--- src/rtl/fyp_gen_pkg.sv ---
// Shared encodings and constants for the burst generator and its PRBS31 source.
package fyp_gen_pkg;

    localparam logic [1:0] ST_IDLE = 2'd0;
    localparam logic [1:0] ST_SEND = 2'd1;
    localparam logic [1:0] ST_GAP  = 2'd2;

    localparam logic [1:0] MODE_ZERO     = 2'd0;
    localparam logic [1:0] MODE_INC      = 2'd1;
    localparam logic [1:0] MODE_PRBS     = 2'd2;
    localparam logic [1:0] MODE_ZERO_ALT = 2'd3;

    localparam int DEF_MIN_LEN    = 60;
    localparam int DEF_MAX_LEN    = 1514;
    localparam int PRBS_TAP_A     = 31;
    localparam int PRBS_TAP_B     = 28;
    localparam int BYTES_PER_BEAT = 4;
    localparam int HDR_LEN        = 14;

    // Runs the x^31+x^28+1 recurrence 32 times; returns {next_state, word}, first bit in word[31].
    function automatic logic [62:0] prbs31_step32(input logic [30:0] state);
        logic [30:0] st;
        logic [31:0] wd;
        logic        nb;
        st = state;
        wd = '0;
        for (int i = 0; i < 32; i++) begin
            nb         = st[PRBS_TAP_A-1] ^ st[PRBS_TAP_B-1];
            wd[31-i]   = nb;
            st         = {st[29:0], nb};
        end
        return {st, wd};
    endfunction

endpackage

--- src/rtl/fyp_prbs31.sv ---
// PRBS31 word source: presents one 32-bit word, steps to the next on i_advance.
module fyp_prbs31
    import fyp_gen_pkg::*;
#(
    parameter logic [30:0] SEED = 31'h7FFF_FFFF
) (
    input  logic        clk,
    input  logic        resetn,
    input  logic        i_advance,
    output logic [31:0] o_word
);

    logic [30:0] r_state;
    logic [62:0] w_step;

    assign w_step = prbs31_step32(r_state);
    assign o_word = w_step[31:0];

    // NOTE: sequential state uses non-blocking assignments so every flop samples pre-edge values.
    always_ff @(posedge clk or negedge resetn) begin
        if (!resetn) begin
            r_state <= SEED;
        end else if (i_advance) begin
            r_state <= w_step[62:32];
        end
    end

endmodule

--- src/rtl/fyp_burst_generator.sv ---
// Ethernet burst generator driving the TSE MAC Avalon-ST transmit port (32-bit, readyLatency 0).
module fyp_burst_generator
    import fyp_gen_pkg::*;
#(
    parameter int          LEN_W     = 11,
    parameter int          CNT_W     = 16,
    parameter int          GAP_W     = 16,
    parameter int          MIN_LEN   = DEF_MIN_LEN,
    parameter int          MAX_LEN   = DEF_MAX_LEN,
    parameter logic [30:0] PRBS_SEED = 31'h7FFF_FFFF
) (
    input  logic             clk,
    input  logic             resetn,
    input  logic             gen_start,
    input  logic             gen_stop,
    input  logic [47:0]      cfg_dst_mac,
    input  logic [47:0]      cfg_src_mac,
    input  logic [15:0]      cfg_ethertype,
    input  logic [LEN_W-1:0] cfg_frame_len,
    input  logic [1:0]       cfg_mode,
    input  logic [CNT_W-1:0] cfg_burst,
    input  logic [GAP_W-1:0] cfg_gap,
    output logic [31:0]      tx_data,
    output logic             tx_sop,
    output logic             tx_eop,
    output logic             tx_valid,
    output logic [1:0]       tx_empty,
    output logic             tx_err,
    input  logic             tx_rdy,
    output logic             busy,
    output logic             done,
    output logic [CNT_W-1:0] pkt_count
);

    logic r_start_s1, r_start_s2, r_start_d;
    logic r_stop_s1, r_stop_s2, r_stop_d;
    logic w_start_edge, w_stop_edge;

    logic [1:0]       r_state;
    logic [47:0]      r_dst, r_src;
    logic [15:0]      r_type;
    logic [LEN_W-1:0] r_len;
    logic [1:0]       r_mode;
    logic [CNT_W-1:0] r_burst, r_burst_cnt, r_pkt_count;
    logic [GAP_W-1:0] r_gap, r_gap_cnt;
    logic [LEN_W-1:0] r_beat;
    logic             r_stop_pend;
    logic             r_done;

    logic [LEN_W-1:0] w_len_clamped;
    logic [LEN_W-1:0] w_nbeats;
    logic             w_valid, w_accept, w_last, w_end_burst;
    logic [1:0]       w_empty;
    logic [7:0]       w_pidx;
    logic [31:0]      w_pay, w_beat_data, w_prbs_word;
    logic [15:0]      w_p01;
    logic             w_prbs_adv;

    // Start/stop are asynchronous levels: two-flop synchronise, then detect rising edges.
    always_ff @(posedge clk or negedge resetn) begin
        if (!resetn) begin
            {r_start_s1, r_start_s2, r_start_d} <= '0;
            {r_stop_s1, r_stop_s2, r_stop_d}    <= '0;
        end else begin
            {r_start_d, r_start_s2, r_start_s1} <= {r_start_s2, r_start_s1, gen_start};
            {r_stop_d, r_stop_s2, r_stop_s1}    <= {r_stop_s2, r_stop_s1, gen_stop};
        end
    end

    assign w_start_edge = r_start_s2 & ~r_start_d;
    assign w_stop_edge  = r_stop_s2 & ~r_stop_d;

    // NOTE: every always_comb output gets a default first so no path can infer a latch.
    always_comb begin
        w_len_clamped = cfg_frame_len;
        if (cfg_frame_len < LEN_W'(MIN_LEN)) begin
            w_len_clamped = LEN_W'(MIN_LEN);
        end else if (cfg_frame_len > LEN_W'(MAX_LEN)) begin
            w_len_clamped = LEN_W'(MAX_LEN);
        end
    end

    assign w_nbeats    = (r_len + LEN_W'(BYTES_PER_BEAT - 1)) / LEN_W'(BYTES_PER_BEAT);
    assign w_last      = (r_beat == w_nbeats - LEN_W'(1));
    assign w_valid     = (r_state == ST_SEND);
    assign w_accept    = w_valid & tx_rdy;
    assign w_empty     = 2'(3'd4 - {1'b0, r_len[1:0]});
    assign w_end_burst = r_stop_pend | w_stop_edge |
                         ((r_burst != '0) && (r_burst_cnt + CNT_W'(1) == r_burst));
    assign w_prbs_adv  = w_accept && (r_mode == MODE_PRBS) && (r_beat >= LEN_W'(3));

    fyp_prbs31 #(
        .SEED      (PRBS_SEED)
    ) u_prbs (
        .clk       (clk),
        .resetn    (resetn),
        .i_advance (w_prbs_adv),
        .o_word    (w_prbs_word)
    );

    // Payload byte index of the first byte lane in this beat (wraps naturally to i[7:0]).
    always_comb begin
        w_pidx = {r_beat[5:0], 2'b00} - 8'(HDR_LEN);
        w_pay  = '0;
        case (r_mode)
            MODE_INC:      w_pay = {w_pidx, w_pidx + 8'd1, w_pidx + 8'd2, w_pidx + 8'd3};
            MODE_PRBS:     w_pay = w_prbs_word;
            MODE_ZERO:     w_pay = '0;
            MODE_ZERO_ALT: w_pay = '0;
            default:       w_pay = '0;
        endcase
        w_p01 = (r_mode == MODE_PRBS) ? w_prbs_word[31:16] : w_pay[15:0];
        case (r_beat)
            LEN_W'(0): w_beat_data = r_dst[47:16];
            LEN_W'(1): w_beat_data = {r_dst[15:0], r_src[47:32]};
            LEN_W'(2): w_beat_data = r_src[31:0];
            LEN_W'(3): w_beat_data = {r_type, w_p01};
            default:   w_beat_data = w_pay;
        endcase
    end

    assign tx_valid  = w_valid;
    assign tx_data   = w_valid ? w_beat_data : '0;
    assign tx_sop    = w_valid && (r_beat == '0);
    assign tx_eop    = w_valid && w_last;
    assign tx_empty  = (w_valid && w_last) ? w_empty : 2'd0;
    assign tx_err    = 1'b0;
    assign busy      = (r_state != ST_IDLE);
    assign done      = r_done;
    assign pkt_count = r_pkt_count;

    always_ff @(posedge clk or negedge resetn) begin
        if (!resetn) begin
            r_state     <= ST_IDLE;
            r_dst       <= '0;
            r_src       <= '0;
            r_type      <= '0;
            r_len       <= '0;
            r_mode      <= '0;
            r_burst     <= '0;
            r_gap       <= '0;
            r_beat      <= '0;
            r_burst_cnt <= '0;
            r_gap_cnt   <= '0;
            r_pkt_count <= '0;
            r_stop_pend <= 1'b0;
            r_done      <= 1'b0;
        end else begin
            r_done <= 1'b0;
            case (r_state)
                ST_IDLE: begin
                    if (w_start_edge && !w_stop_edge) begin
                        r_dst       <= cfg_dst_mac;
                        r_src       <= cfg_src_mac;
                        r_type      <= cfg_ethertype;
                        r_len       <= w_len_clamped;
                        r_mode      <= cfg_mode;
                        r_burst     <= cfg_burst;
                        r_gap       <= cfg_gap;
                        r_beat      <= '0;
                        r_burst_cnt <= '0;
                        r_stop_pend <= 1'b0;
                        r_state     <= ST_SEND;
                    end
                end
                ST_SEND: begin
                    if (w_stop_edge) begin
                        r_stop_pend <= 1'b1;
                    end
                    if (w_accept) begin
                        if (w_last) begin
                            r_pkt_count <= r_pkt_count + CNT_W'(1);
                            r_burst_cnt <= r_burst_cnt + CNT_W'(1);
                            r_beat      <= '0;
                            if (w_end_burst) begin
                                r_state     <= ST_IDLE;
                                r_done      <= 1'b1;
                                r_stop_pend <= 1'b0;
                            end else if (r_gap != '0) begin
                                r_state   <= ST_GAP;
                                r_gap_cnt <= '0;
                            end
                        end else begin
                            r_beat <= r_beat + LEN_W'(1);
                        end
                    end
                end
                ST_GAP: begin
                    if (w_stop_edge || r_stop_pend) begin
                        r_state     <= ST_IDLE;
                        r_done      <= 1'b1;
                        r_stop_pend <= 1'b0;
                    end else if (r_gap_cnt == r_gap - GAP_W'(1)) begin
                        r_state <= ST_SEND;
                    end else begin
                        r_gap_cnt <= r_gap_cnt + GAP_W'(1);
                    end
                end
                default: r_state <= ST_IDLE;
            endcase
        end
    end

endmodule
--- config.mk ---
export PLATFORM = sky130hd
export DESIGN_NAME = fyp_burst_generator
export DESIGN_NICKNAME = d
export VERILOG_FILES = /design/src/rtl/fyp_gen_pkg.sv /design/src/rtl/fyp_prbs31.sv /design/src/rtl/fyp_burst_generator.sv
export SDC_FILE = /design/constraint.sdc
export NUM_CORES = 1
export LEC_CHECK = 0
export CORE_MARGIN = 2
export CORE_UTILIZATION = 50
export CTS_BUF_LIST = sky130_fd_sc_hd__clkbuf_16
export DETAILED_ROUTE_END_ITERATION = 8
export PLACE_DENSITY = 0.75
export SYNTH_ARGS = -nofsm -noshare
export SYNTH_HDL_FRONTEND = slang
export SYNTH_SLANG_ARGS = --single-unit
--- constraint.sdc ---
create_clock -name clk -period 3.7 [get_ports clk]
set_input_delay 0.37 -clock clk [delete_from_list [all_inputs] [get_ports clk]]
set_output_delay 0.37 -clock clk [all_outputs]
set_load 0.02 [all_outputs]
==> flow_summary.yaml, run 1 <==
detailed_routing:
  finalWirelength_um: 41400
  route.detailed.drc: 0
  routedWlPerCell_um: 18.0
  drt_pass1_iterations: 6
  routed-via-count: 13300
  initial_detailed_routing_violation_count: 977
  drt-vias-per-instance: 5.78
  drt.antenna.violating_nets: 0
flow_run:
  drv.max_cap_violation_count: 0
logic_synthesis:
  synth.avg_cell_area_sq_um: 8.47
  synth.distinct_cells: 83
  synth.net_count: 1895
  ys_seq_area_share_pct: 44.6
  syn-cell-area_sq_mm: 0.0145
  yosys_register_bits: 257
  flip_flop_cell_with_the_highest_count_after_synthesis: "sky130_fd_sc_hd__dfrtp_1"
  synth.yosys.warnings: 0
  synth_async_sr_flop_share_pct: 100
  post_synth_inst_count: 1714
  synth_enable_flop_cells: 0
pwr:
  power_density_mw_per_mm2: 791
  cellLeakagePower_nw: 8.11
  peak_supply_drop_mv: 0.419
  totalPowerFinal_mw: 14.2
clock_tree:
  clock_tree_from_tritoncts: "done"
  cts.sinks: 257
  clk-insertion-delay-late_ns: 0.55
  clockRootBuffer: "sky130_fd_sc_hd__clkbuf_16"
  numCtsBuffers: 28
  cts.htree.levels: 1
  clockBufferDepth: 3
  cts.reportedPaths.clkPinSlew_ns: 0.06
grt:
  grt_use_total_pct: 27.3
  vias_in_the_first_global_route: 13100
  largest_net_degree_at_the_start_of_global_routing: 133
  global_route.overflow_total: 0
  antenna_violations_before_repair: 0
  grt_first_pass_wirelength_um: 67900
floorplanning:
  floorplan.io_pins: 218
  fp.dieW_um: 174
  floorplan.die_area_sq_mm: 0.0304
  total_number_of_placement_rows: 62
  start_util_pct: 50.7
  design.core.area_sq_mm: 0.0286
  die-height_um: 174
layout:
  synthToLayoutAreaGrowth_pct: 23.8
  net_count_of_the_finished_layout: 2074
  layout-drive-gt1-share_pct: 9.25
  n_antenna_cell: 0
  finalCoreUtilization_pct: 62.7
  biggest_registers_after_layout: "r_dst: 48 flops, r_src: 48 flops, u_prbs.r_state: 31 flops"
placed_design:
  dp_worst_setup_slack_ns: 0.0956
  place.gp.congestion: 0.925
  dp_hpwl_um: 29400
  port-buffer-count: 216
timing:
  skew_ns: 0.0170
  worst_tran_pin_value_ns: 1.10
  fin_crit_sh_pct: 97.1
  max_freq_mhz: 278
  layout_min_cycle_time_ns: 3.59
  slew_headroom_pct: 26.1
  setup-tns-final_ns: 0
  slew_viol_final: 0
  hold_viol: 0
  layout_setup_ws_ns: 0.106
  setup_violations: 0
  grt_setup_unrepaired: "no"
worst_setup_path:
  critPathRequiredTime_ns: 3.33
  path_class: "register to output pin"
  ff2ff_path_depth: 11
  regToRegSetupSlack_ns: 0.20
  critical_path_arrival_ns: 3.22
  setup.worst_path.end_class: "output pin"
  worst-path-max-fanout: 33
  worst_setup_path_start_kind: "register"
worst_hold_path:
  worst_hold_path.num_cells: 1
  worst_hold_path_type: "input pin to register"
run_status:
  run_status: "complete, no violations"
==> layer usage <==
| metal | global-route usage [%] | share of wire, % | up-vias |
|---|---|---|---|
| li1 | - | - | 6266 |
| met1 | 37.1 | 43 | 6406 |
| met2 | 46.0 | 48 | 520 |
| met3 | 3.54 | 6.2 | 84 |
| met4 | 7.88 | 2.9 | 0 |
| met5 | 0 | 0 | - |
==> kinds of logic (layout without fill, tap and decap cells) <==
kind of cell	count (synthesis)	after routing	synth area share, %
compound gates	325	325	15.1
xor+xnor	113	113	6.92
fa+ha+maj	19	19	1.64
buf+inv	145	344	4.11
flops	257	257	44.6
mux	30	30	2.22
other cells	1	1	0.0258
simple gates	824	824	25.4
==> final cells by class <==
cell class / instances / area, sq um
flip-flops and latches: 257 / 6480
multi-input cells: 1312 / 7540
clock inverters: 21 / 114
repair buffers: 258 / 2490
fillers: 2405 / 10700
well taps: 384 / 480
inverters: 36 / 135
clock buffers: 29 / 726
==> report_power, final <==
part / internal [mW] / leakage [nW] / total, mW / switching (mW)
Sequential: 3.94 / 3.19 / 4.91 / 0.975
Clock: 1.47 / 0.441 / 2.60 / 1.13
Combinational: 2.64 / 4.48 / 6.69 / 4.05
Total: 8.05 / 8.11 / 14.2 / 6.16
==> Yosys cell counts, types with 27 or more instances <==
library cell / n / area [sq um]
sky130_fd_sc_hd__o21ai_0: 64 / 320
sky130_fd_sc_hd__a31oi_1: 27 / 169
sky130_fd_sc_hd__nand3_1: 44 / 220
sky130_fd_sc_hd__nand2_1: 531 / 1990
sky130_fd_sc_hd__a21oi_1: 62 / 310
sky130_fd_sc_hd__dfstp_2: 31 / 815
sky130_fd_sc_hd__xor2_1: 48 / 420
sky130_fd_sc_hd__nor2_1: 72 / 270
sky130_fd_sc_hd__inv_1: 35 / 131
sky130_fd_sc_hd__dfrtp_1: 226 / 5660
sky130_fd_sc_hd__xnor2_1: 64 / 561
sky130_fd_sc_hd__clkbuf_1: 91 / 342
sky130_fd_sc_hd__a22oi_1: 38 / 285
==> worst max-delay path, cell delays in order, from the launching register on <==
cell and delay, ns:
sky130_fd_sc_hd__dfrtp_2 0.41, sky130_fd_sc_hd__inv_1 0.10, sky130_fd_sc_hd__and3_2 0.22, sky130_fd_sc_hd__and3_1 0.24
sky130_fd_sc_hd__and2_1 0.21, sky130_fd_sc_hd__buf_12 0.19, sky130_fd_sc_hd__nor4_2 0.34, sky130_fd_sc_hd__buf_6 0.24
sky130_fd_sc_hd__nand2_1 0.09, sky130_fd_sc_hd__a31oi_1 0.24, sky130_fd_sc_hd__dlygate4sd2_1 0.37
==> placed cells by master, fill, tap and decap left out, types with 17 or more instances in the layout <==
cell                              synthesis  layout
sky130_fd_sc_hd__nor3_1                  23      23
sky130_fd_sc_hd__a21oi_1                 62      60
sky130_fd_sc_hd__xor2_1                  48      47
sky130_fd_sc_hd__xnor2_1                 64      64
sky130_fd_sc_hd__dfrtp_1                226     221
sky130_fd_sc_hd__nand4_1                 23      23
sky130_fd_sc_hd__clkdlybuf4s50_1          0     180
sky130_fd_sc_hd__nor2_1                  72      69
sky130_fd_sc_hd__nand2_1                531     529
sky130_fd_sc_hd__ha_1                    19      17
sky130_fd_sc_hd__o21ai_0                 64      63
sky130_fd_sc_hd__dlygate4sd2_1            0      21
sky130_fd_sc_hd__a22oi_1                 38      38
sky130_fd_sc_hd__inv_1                   35      42
sky130_fd_sc_hd__nand3_1                 44      44
sky130_fd_sc_hd__dfstp_2                 31      31
sky130_fd_sc_hd__a31oi_1                 27      27
sky130_fd_sc_hd__buf_4                    1      33
sky130_fd_sc_hd__and3_1                  23      21
sky130_fd_sc_hd__clkbuf_16                0      29
sky130_fd_sc_hd__o31ai_1                 23      23
==> what timing repair did <==
action                                  4_1_cts  5_1_grt
hold buffers                                  1        0
buffers inserted                              0        1
resized for setup                            52       43
endpoints found under the hold margin        78        0
endpoints found under the setup margin       35       24
pin swaps                                     0        3
==> path summary, 6_finish.rpt <==
| kind | startpoint | end |
|---|---|---|
| worst min-delay path | gen_stop | r_stop_s1 |
| worst max register to register | r_burst_cnt[0] | r_gap_cnt[9] |
| min in group asynchronous | resetn | r_gap[0] |
| max in group asynchronous | resetn | u_prbs.r_state[2] |
| worst max-delay path | r_beat[7] | tx_data[23] |
| worst min register to register | r_stop_s1 | r_stop_s2 |
==> metrics by stage <==
stage / hold slack (ns) / area [sq um] / instances
final: 0.287 / 18000 / 2297
after global routing: 0.278 / 18000 / 2297
after CTS: 0.268 / 18000 / 2296
after detailed placement: 0.344 / 17100 / 2245
after global placement: 0.361 / 17100 / 2245
after floorplan: 0.0744 / 14500 / 1714
Note: power is estimated with default switching activity, not from simulation.
==> run 2, diff against run 1 <==
--- a/config.mk
+++ b/config.mk
@@ -5,11 +5,13 @@
 export SDC_FILE = /design/constraint.sdc
 export NUM_CORES = 1
 export LEC_CHECK = 0
+export CELL_PAD_IN_SITES_DETAIL_PLACEMENT = 0
+export CELL_PAD_IN_SITES_GLOBAL_PLACEMENT = 1
 export CORE_MARGIN = 2
-export CORE_UTILIZATION = 50
+export CORE_UTILIZATION = 41
 export CTS_BUF_LIST = sky130_fd_sc_hd__clkbuf_16
 export DETAILED_ROUTE_END_ITERATION = 8
-export PLACE_DENSITY = 0.75
+export PLACE_DENSITY_LB_ADDON = 0.1
 export SYNTH_ARGS = -nofsm -noshare
 export SYNTH_HDL_FRONTEND = slang
 export SYNTH_SLANG_ARGS = --single-unit
==> run 2 against run 1 <==
Setup slack gained 0.051 ns. Utilization down 10 points. Routed wire length grew 4.2%. Total power up 1.1%. Clock power rose by 5%. Via count decreased by 3.0%. Maximum frequency increased by 1.4%. Final area increased by 1.4%. Highest routed layer unchanged.
==> flow_summary.yaml, run 2 (synthesis gave the netlist of run 1 again) <==
detailed_routing:
  routedWlPerCell_um: 18.1
  initial_detailed_routing_violation_count: 857
  drt_pass1_iterations: 6
  finalWirelength_um: 43100
  route.detailed.drc: 0
  routed-via-count: 12900
  drt-vias-per-instance: 5.40
  drt.antenna.violating_nets: 0
placed_design:
  dp_worst_setup_slack_ns: -0.0257
  dp_cells: 2329
  port-buffer-count: 216
  place.gp.congestion: 0.887
  dp_hpwl_um: 31400
grt:
  grt_use_total_pct: 23.8
  vias_in_the_first_global_route: 12600
  grt_first_pass_wirelength_um: 69600
  global_route.overflow_total: 0
  largest_net_degree_at_the_start_of_global_routing: 147
  antenna_violations_before_repair: 0
timing:
  worst_tran_pin_value_ns: 0.891
  fin_crit_sh_pct: 95.8
  max_freq_mhz: 282
  layout_min_cycle_time_ns: 3.54
  hold_viol: 0
  layout_setup_ws_ns: 0.157
  slew_viol_final: 0
  setup_violations: 0
  slew_headroom_pct: 40.6
  skew_ns: 0.0131
  grt_setup_unrepaired: "no"
clock_tree:
  cts.sinks: 257
  cts.htree.levels: 1
  post_cts_buffers: 0
  clockRootBuffer: "sky130_fd_sc_hd__clkbuf_16"
  numCtsBuffers: 30
  clk-insertion-delay-late_ns: 0.56
  cts.reportedPaths.clkPinSlew_ns: 0.06
  clock_tree_from_tritoncts: "done"
  clockBufferDepth: 3
pwr:
  power_density_mw_per_mm2: 789
  peak_supply_drop_mv: 0.436
  power.switching_fraction_pct: 43.2
  clk_pwr_share_pct: 19.0
  cell_internal_pwr_mw: 8.15
  totalPowerFinal_mw: 14.4
  share_seq_of_total_power_pct: 34.0
  cellLeakagePower_nw: 8.23
  switchingPower_mw: 6.21
  power_frac_comb_pct: 47.0
layout:
  layout_common_cells: "sky130_fd_sc_hd__nand2_1, sky130_fd_sc_hd__dfrtp_1, sky130_fd_sc_hd__clkdlybuf4s50_1, sky130_fd_sc_hd__nor2_1, sky130_fd_sc_hd__xnor2_1"
  fillers: 3370
  net_count_of_the_finished_layout: 2088
  layout_commonest_cell: "sky130_fd_sc_hd__nand2_1"
  synthToLayoutAreaGrowth_pct: 25.4
  finalCoreUtilization_pct: 52.4
  biggest_registers_after_layout: "r_dst: 48 flops, r_src: 48 flops, u_prbs.r_state: 31 flops"
  n_antenna_cell: 0
  count_of_non_filler_cells_in_the_finished_layout: 2386
  layout-drive-gt1-share_pct: 9.27
floorplanning:
  design.core.area_sq_mm: 0.0347
  total_number_of_placement_rows: 68
  floorplan.die_area_sq_mm: 0.0369
  floorplan.io_pins: 218
  start_util_pct: 41.8
  die-height_um: 192
  fp.dieW_um: 192
worst_setup_path:
  critPathRequiredTime_ns: 3.33
  worst_setup_path_start_kind: "register"
  path_cells: "nor2_1 > and3_1 > and3_1 > and2_1 > or4_4 > a21oi_1 > o21ai_0 > and3_1 > dlygate4sd2_1"
  critical_path_arrival_ns: 3.17
  path_class: "register to output pin"
  worst-path-max-fanout: 7
  setup.worst_path.end_class: "output pin"
  worst_path_max_delay_cell: "sky130_fd_sc_hd__or4_4"
  cp_slowest_stage_delay_ns: 0.61
  timing.critical_path.mode_cell: "sky130_fd_sc_hd__and3_1"
run_status:
  run_status: "complete, no violations"
worst_hold_path:
  worst_hold_path_type: "input pin to register"
flow_run:
  drv.max_cap_violation_count: 0
-- run 2: cell count changes in the layout (fill, tap and decap cells not counted), sizes merged --
cell / change
clkinv: -1
buf: +12
inv: +5
clkinvlp: +1
clkdlybuf4s15: -2
dlygate4sd2: +3
dlygate4sd1: -1
clkbuf: +1
-- run 2: cell type report --
type	count	area (sq um)	share of cell area (%)
multi-input combinational	1312	7530	41.4
sequential	257	6470	35.6
inverter	36	135	0.742
tap	455	569	3.13
timing repair buffer	270	2580	14.2
clock buffer	30	751	4.12
clock inverter	26	156	0.859
-- run 2: final timing paths --
kind | from | to | slack (ns) | cells after the start
setup / recovery | r_beat[10] | tx_data[4] | 0.16 | 9
max in group asynchronous | resetn | r_type[14] | 2.28 | 3
hold reg to reg | r_stop_s1 | r_stop_s2 | 0.34 | 0
hold / removal | gen_stop | r_stop_s1 | 0.26 | 1
setup reg to reg | r_gap[2] | r_gap_cnt[3] | 0.23 | 10
min in group asynchronous | resetn | r_gap_cnt[2] | 0.48 | 2
-- run 2: power groups by stage --
stage,combinational (mW),clock [mW],sequential (mW)
after floorplan,4.59,0,4.53
after global placement,6.81,0,4.90
after detailed placement,6.83,0,4.92
after CTS,6.75,2.80,4.88
after global routing,7.44,2.92,5.05
final,6.75,2.73,4.89
-- run 2: timing repair --
| action | CTS | global route |
|---|---|---|
| gates cloned | 0 | 0 |
| setup endpoints to repair | 38 | 32 |
| endpoints found under the hold margin | 107 | 0 |
| hold buffers | 1 | 0 |
| resized for setup | 54 | 27 |
-- run 2: critical path: cells and delay by family, from the launching register on --
kind / cells / cell delay, ns
flops: 1 / 0.41
simple gates: 6 / 1.55
buf+inv: 1 / 0.32
compound gates: 2 / 0.32
-- run 2: metrics by stage --
stage	TNS, ns	instance area (sq um)	hold slack, ns
CTS	0	18200	0.249
global placement	0	17300	0.349
detailed placement	-0.0739	17300	0.337
floorplan	0	14500	0.0744
global route	0	18200	0.250
finish	0	18200	0.264
-- run 2: per-layer routing --
layer | vias to the layer above | GRT usage [%] | routed length (um)
met3 | 77 | 2.83 | 1900
met5 | - | 0 | 0
met2 | 346 | 37.8 | 19600
met4 | 0 | 7.52 | 1410
met1 | 6147 | 33.8 | 20200
li1 | 6303 | - | -
==> run 3, diff against run 2 <==
--- a/config.mk
+++ b/config.mk
@@ -5,6 +5,7 @@
 export SDC_FILE = /design/constraint.sdc
 export NUM_CORES = 1
 export LEC_CHECK = 0
+export CAP_MARGIN = 10
 export CELL_PAD_IN_SITES_DETAIL_PLACEMENT = 0
 export CELL_PAD_IN_SITES_GLOBAL_PLACEMENT = 1
 export CORE_MARGIN = 2
==> results of run 3 <==
Same layout as run 2: the final DEF is identical, and so are final timing and power.
